## config.mk

```make
export PLATFORM = sky130hd
export DESIGN_NAME = reg_file_mp
export DESIGN_NICKNAME = d
export VERILOG_FILES = /design/src/rtl/reg_file_mp.sv
export SDC_FILE = /design/constraint.sdc
export NUM_CORES = 2
export LEC_CHECK = 0
export ABC_CLOCK_PERIOD_IN_PS = 5850
export CAP_MARGIN = 20
export CORE_MARGIN = 4
export CORE_UTILIZATION = 55
export DETAILED_ROUTE_END_ITERATION = 12
export GPL_ROUTABILITY_DRIVEN = 1
export MAX_ROUTING_LAYER = met4
export PLACE_DENSITY = 0.72
export SLEW_MARGIN = 20
export SYNTH_ARGS = -nofsm -noshare
export SYNTH_HDL_FRONTEND = slang
export SYNTH_SLANG_ARGS = --single-unit
```

## constraint.sdc

```tcl
create_clock -name clk -period 5.85 [get_ports clk]
set_clock_uncertainty 0.15 [all_clocks]
set_input_delay 1.17 -clock clk [delete_from_list [all_inputs] [get_ports clk]]
set_output_delay 1.17 -clock clk [all_outputs]
set_load 0.005 [all_outputs]
```

## src/rtl/reg_file_mp.sv

```systemverilog
// reg_file_mp: multi-port register file with pending scoreboard and sequential clear engine
module reg_file_mp #(
  parameter int NUMBER_OF_REGISTERS = 32,
  parameter int DATA_WIDTH          = 32,
  parameter int NUM_READ_PORTS      = 2,
  parameter int ZERO_REG            = 1,
  parameter int BYPASS              = 1,
  localparam int AW                 = $clog2(NUMBER_OF_REGISTERS)
) (
  input  logic                                 clk,
  input  logic                                 rst,
  input  logic [NUM_READ_PORTS*AW-1:0]         rs_address_i,
  output logic [NUM_READ_PORTS*DATA_WIDTH-1:0] rs_data_o,
  output logic [NUM_READ_PORTS-1:0]            rs_pending_o,
  input  logic                                 rd_we_i,
  input  logic [AW-1:0]                        rd_address_i,
  input  logic [DATA_WIDTH-1:0]                rd_data_i,
  input  logic                                 rsv_we_i,
  input  logic [AW-1:0]                        rsv_address_i,
  input  logic                                 clr_i,
  output logic                                 clr_busy_o
);
  typedef enum logic {IDLE, CLEAR} state_t;
  state_t                    state;
  logic [DATA_WIDTH-1:0]     mem [NUMBER_OF_REGISTERS];
  logic [NUMBER_OF_REGISTERS-1:0] pend;
  logic [AW-1:0]             cnt;
  logic                      wr_ok, rsv_ok;
  assign wr_ok      = rd_we_i && (state == IDLE) && !((ZERO_REG != 0) && (rd_address_i == '0));
  assign rsv_ok     = rsv_we_i && (state == IDLE) && !((ZERO_REG != 0) && (rsv_address_i == '0));
  assign clr_busy_o = (state == CLEAR);
  // storage, scoreboard and clear engine; a clear start overrides any pend update of the same edge
  always_ff @(posedge clk or negedge rst) begin
    if (!rst) begin
      for (int i = 0; i < NUMBER_OF_REGISTERS; i++) mem[i] <= '0;
      pend  <= '0;
      cnt   <= '0;
      state <= IDLE;
    end else if (state == IDLE) begin
      if (wr_ok) mem[rd_address_i] <= rd_data_i;
      if (clr_i) begin
        pend  <= '0;
        cnt   <= '0;
        state <= CLEAR;
      end else begin
        if (wr_ok) pend[rd_address_i] <= 1'b0;
        if (rsv_ok) pend[rsv_address_i] <= 1'b1;
      end
    end else begin
      mem[cnt] <= '0;
      cnt      <= cnt + AW'(1);
      if (cnt == AW'(NUMBER_OF_REGISTERS - 1)) state <= IDLE;
    end
  end
  for (genvar k = 0; k < NUM_READ_PORTS; k++) begin : g_rd
    logic [AW-1:0] a;
    logic          zero, byp;
    // combinational read with hardwired zero and same-cycle write forwarding
    always_comb begin
      a    = rs_address_i[k*AW +: AW];
      zero = (ZERO_REG != 0) && (a == '0);
      byp  = (BYPASS != 0) && rst && wr_ok && (rd_address_i == a);
      rs_data_o[k*DATA_WIDTH +: DATA_WIDTH] = zero ? '0 : byp ? rd_data_i : mem[a];
      rs_pending_o[k] = (zero || byp) ? 1'b0 : pend[a];
    end
  end
endmodule
```

# Yosys cells after proc, flatten, opt, wreduce, memory -nomap -nowiden
# Cells that the tools add are included.
dict set report classes {
  addsub 1
  n_mul 0
  div_mod_pow 0
  order_cmp 12
  n_eq_ne 3
  shift 0
  mux 37
  bitwise_logic 10
  n_reduce_logical 21
}
# op n
set ops {}
lappend ops {{$mux W1024} 2}
lappend ops {{$and A1024 B1024 Y1024} 1}
lappend ops {{$bwmux W1024} 1}
lappend ops {{$not A1024 Y1024} 1}
lappend ops {{$mux W32} 15}
lappend ops {{$bmux W32 S5} 2}
lappend ops {{$demux W32 S5} 2}
lappend ops {{$and A32 B32 Y32} 1}
lappend ops {{$not A32 Y32} 1}
lappend ops {{$or A32 B32 Y32} 1}
lappend ops {{$ge A6 B6 Y1 const B} 4}
lappend ops {{$lt A5 B6 Y1 const B} 4}
lappend ops {{$not A5 Y6} 4}
lappend ops {{$logic_not A5 Y1} 4}
lappend ops {{$lt A6 B1 Y1 const B} 2}
lappend ops {{$logic_and A1 B1 Y1} 11}
lappend ops {{$bmux W1 S5} 2}
lappend ops {{$demux W1 S5} 2}
lappend ops {{$eq A5 B5 Y1} 2}
lappend ops {{$ge A5 B1 Y1 const B} 2}
lappend ops {{$mux W5} 2}
lappend ops {{$mux W1} 9}
lappend ops {{$add A5 B1 Y5 const B} 1}
lappend ops {{$eq A5 B5 Y1 const B} 1}
lappend ops {{4 further kinds} 7}
dict set report word_totals {
  register_bits 1062
  latch_bits 0
  ram_bits 0
  romBits 0
  input_bits 57
  output_inout_bits 67
  wordCells 119
  n_memories 0
}

# Depth between registers and ports, before layout
dict set report depth {
  ltp_word 12
  mapped_depth 10
}

# Least setup slack after synthesis
# OpenSTA, ideal clock, no wires.
dict set report synth_path {
  path_kind {input port to output port}
  start {in rs_address_i[5]}
  end {out rs_data_o[38]}
  arrival_time_ns 2.777
  required_time_ns 4.530
  path_slack_ns 1.753
  cell_stages 7
  path_cell_list {buf_4 > buf_6 > buf_2 > mux4_2 > a22oi_1 > nand3_1 > a32o_1}
}
dict set report synth_between {
  elab_chain_len 6
  word_cells_on_any_way 9
  classes_between {eq/ne (1); mux (5); bitwise (1); reduce/logical (2)}
}
# element line
set synth_rtl {}
lappend synth_rtl {{start, declared} 12} ;# input logic [NUM_READ_PORTS*AW-1:0] rs_address_i,
lappend synth_rtl {{$not A5 Y6 (not written as such)} 63} ;# rs_data_o[k*DATA_WIDTH +: DATA_WIDTH] = zero ? '0 : byp ? rd_data_i : mem[a];
lappend synth_rtl {{$bmux W32 S5} 63}
lappend synth_rtl {{$mux W32 (not written as such) (2 in series)} 63}
lappend synth_rtl {{$mux W32} 63}
lappend synth_rtl {{$mux W32 *} 63}
lappend synth_rtl {{end, declared} 13} ;# output logic [NUM_READ_PORTS*DATA_WIDTH-1:0] rs_data_o,
# Every way passes the cells marked *; elsewhere a longest branch is shown, timed or not. The select of a mux whose other input is x is not followed.

# Worst setup path after layout
dict set report layout_path {
  start {in rs_address_i[4]}
  end {out rs_data_o[31]}
}
# Same word-level chain as after synthesis.

==> impl_metrics.toml <==
[run_status]
outcome = "finished clean"

[global_route]
grt_pass1_vias = 45500
overflow = 0
grt_first_pass_wirelength_mm = 311
grt_max_degree = 178
grt_usage_pct = 40.3
antenna_found_initial = 6

[clock_network]
cts_buffers = 110
post_cts_buffers = 0
clk_latency_ns = 0.69
path_clk_slew_ns = 0.06
clockBufferDepth = 3
ctsResizeCount = 0
cts_tree = "done"
postCtsHoldBufs = 0
root_buffer = "clkbuf_16"
htreeDepth = 3
cts_sinks = 1062

[placed_design]
portBuffers = 123
gp_congestion = 0.962
dp_hpwl_mm = 125

[routing]
routed_wl_mm = 213
route.met2.wl_mm = 90.8
drt-vias-per-instance = 7.99
ant_nets = 0
routedLengthMet1_mm = 74.0
met3_length_mm = 32.6
routedWlPerCell_um = 37.9
drc = 0
firstDrtPassIters = 5
dr_total_vias = 45000
highest_layer = "met4"
initialDrtViolationCount = 6848

[finish]
nFillCells = 7657
drive_gt1_share_pct = 25.8
utilization_pct = 62.2
fin_nets = 4228
syn_to_final_growth_pct = 12.2

[job]
drv_cap = 0

[synth]
syn_area_um2 = 56600
yosys.area.top_type = "dfrtp_1"
ys_types = 66
ys.flop_type = "dfrtp_1"
synth_cells = 4281
netlist_top_cells_area = "dfrtp_1, mux4_2, a22o_1"
ys_ff_latch = 1062
synthArstFlopShare_pct = 100
synth_most_common_cell = "dfrtp_1"
synth.top_cell.area_share_pct = 47.0
syn_nets = 4343
yosys-top-cells-count = "dfrtp_1, a22o_1, mux4_2, clkbuf_1, mux2i_1"
avgSynthCellArea_um2 = 13.2
ys_seq_area_share_pct = 47.0
synth_edf_count = 0
ys.warnings.count = 0

[floorplanning]
dieArea_um2 = 108000
io_pins = 124
initial_utilization_pct = 55.5
rows = 117
core_area_um2 = 102000
fp.dieW_um = 329
die_height_um = 329

[critical_path]
arrival_ns = 4.48
slowest_delay_ns = 0.68
critPathRequiredTime_ns = 4.53
path_buf_inv = 5
cp_max_fo = 19
end_kind = "output port"
path_common_cell = "buf_4"
crit_family = "buffers and inverters"
crit_slowest_cell = "clkdlybuf4s50_1"
worstSetupStartpointType = "primary input"
crit_type = "in2out"
crit_chain = "clkdlybuf4s50_1, buf_4, and2_2, buf_4, a22oi_1, nand2_1, o22ai_1, nor3_1, buf_4, clkdlybuf4s50_1"

[sta]
max_freq_mhz = 172
tightest_slew_ns = 1.19
min_period_over_period_pct = 99.1
finalSetupViolCount = 0
period_minus_slack_ns = 5.80
tns_ns = 0
rsz0062_at_grt = "false"
final_hold_viol_count = 0
drv_slew = 0
max-slew-margin-rel_pct = 20.5

[power]
power.density_nw_per_um2 = 347
p_leak_nw = 28.0
peakVddDrop_v = 0.000277

[hold_path]
worstHoldPathType = "in2async"
==> logic make-up after synthesis <==
family          Yosys count  share of synthesized area, %
mux                     707                          22.1
compound gates         1545                          22.3
xor+xnor                 12                         0.186
simple gates            359                          3.59
flops                  1062                          47.0
buf+inv                 591                          4.71
fa+ha+maj                 5                         0.111
==> path summary, 6_finish.rpt <==
check,endpoint,slack (ns),cells after the start,from
max,rs_data_o[31],0.05,10,rs_address_i[4]
min,pend[12],0.14,1,rst
min in group clk,mem[1006],0.36,1,mem[1006]
max reg2reg,mem[656],2.10,7,clr_busy_o
max in group asynchronous,mem[968],2.62,4,rst
min reg2reg,mem[1006],0.36,1,mem[1006]
==> cell type report <==
class                      instances  area [µm²]  area share (%)
sequential                      1062       26600            41.8
multi-input combinational       2629       28000            44.1
antenna                            9        22.5          0.0355
timing repair buffer             347        3370            5.31
tap                             1368        1710            2.70
clock inverter                    53         622           0.979
clock buffer                     146        3160            4.98
inverter                          16        60.1          0.0946
==> where the power goes <==
part | switching (mW) | internal, mW
registers | 0.989 | 8.51
clock network | 3.11 | 4.35
logic | 2.70 | 2.40
==> per-layer routing <==
metal | track usage [%] | up-vias
met3 | 14.4 | 991
met5 | - | -
li1 | - | 17000
met4 | 24.7 | 0
met1 | 51.1 | 23000
met2 | 55.5 | 4021
==> registers in the layout, indices dropped and copies added (netlist names) <==
| register | flops |
|---|---|
| mem | 1024 |
| pend | 32 |
| cnt | 5 |
| clr_busy_o | 1 |
==> stage by stage <==
stage | area, µm² | power [mW] | hold slack [ns] | std cells | setup slack (ns)
floorplan | 56600 | 12.5 | 0.317 | 4281 | 1.75
global placement | 59700 | 14.3 | 0.333 | 5421 | 0.237
detailed placement | 59700 | 14.5 | 0.342 | 5421 | 0.238
CTS | 63500 | 21.9 | 0.119 | 5620 | 0.221
global route | 63500 | 22.7 | 0.139 | 5628 | 0.0104
finish | 63500 | 22.1 | 0.135 | 5630 | 0.0518
==> cells in the final DEF (no fill, tap or decap), drive strengths merged, types with 98 or more instances in the layout <==
cell              n
dfrtp          1062
a22o            992
mux4            421
buf             232
clkbuf          147
mux2i           144
mux2            142
clkdlybuf4s50   114
a21oi           104
a22oi           101
nand2            98
==> worst reg2reg max path, delay by kind of cell, from the launching register on <==
kind	cells	cell delay [ns]
and+or+nand+nor	3	1.32
buffers and inverters	2	0.91
AOI/OAI and AO/OA	2	0.91
DFF	1	0.40
Note: power is estimated with default switching activity, not from simulation.
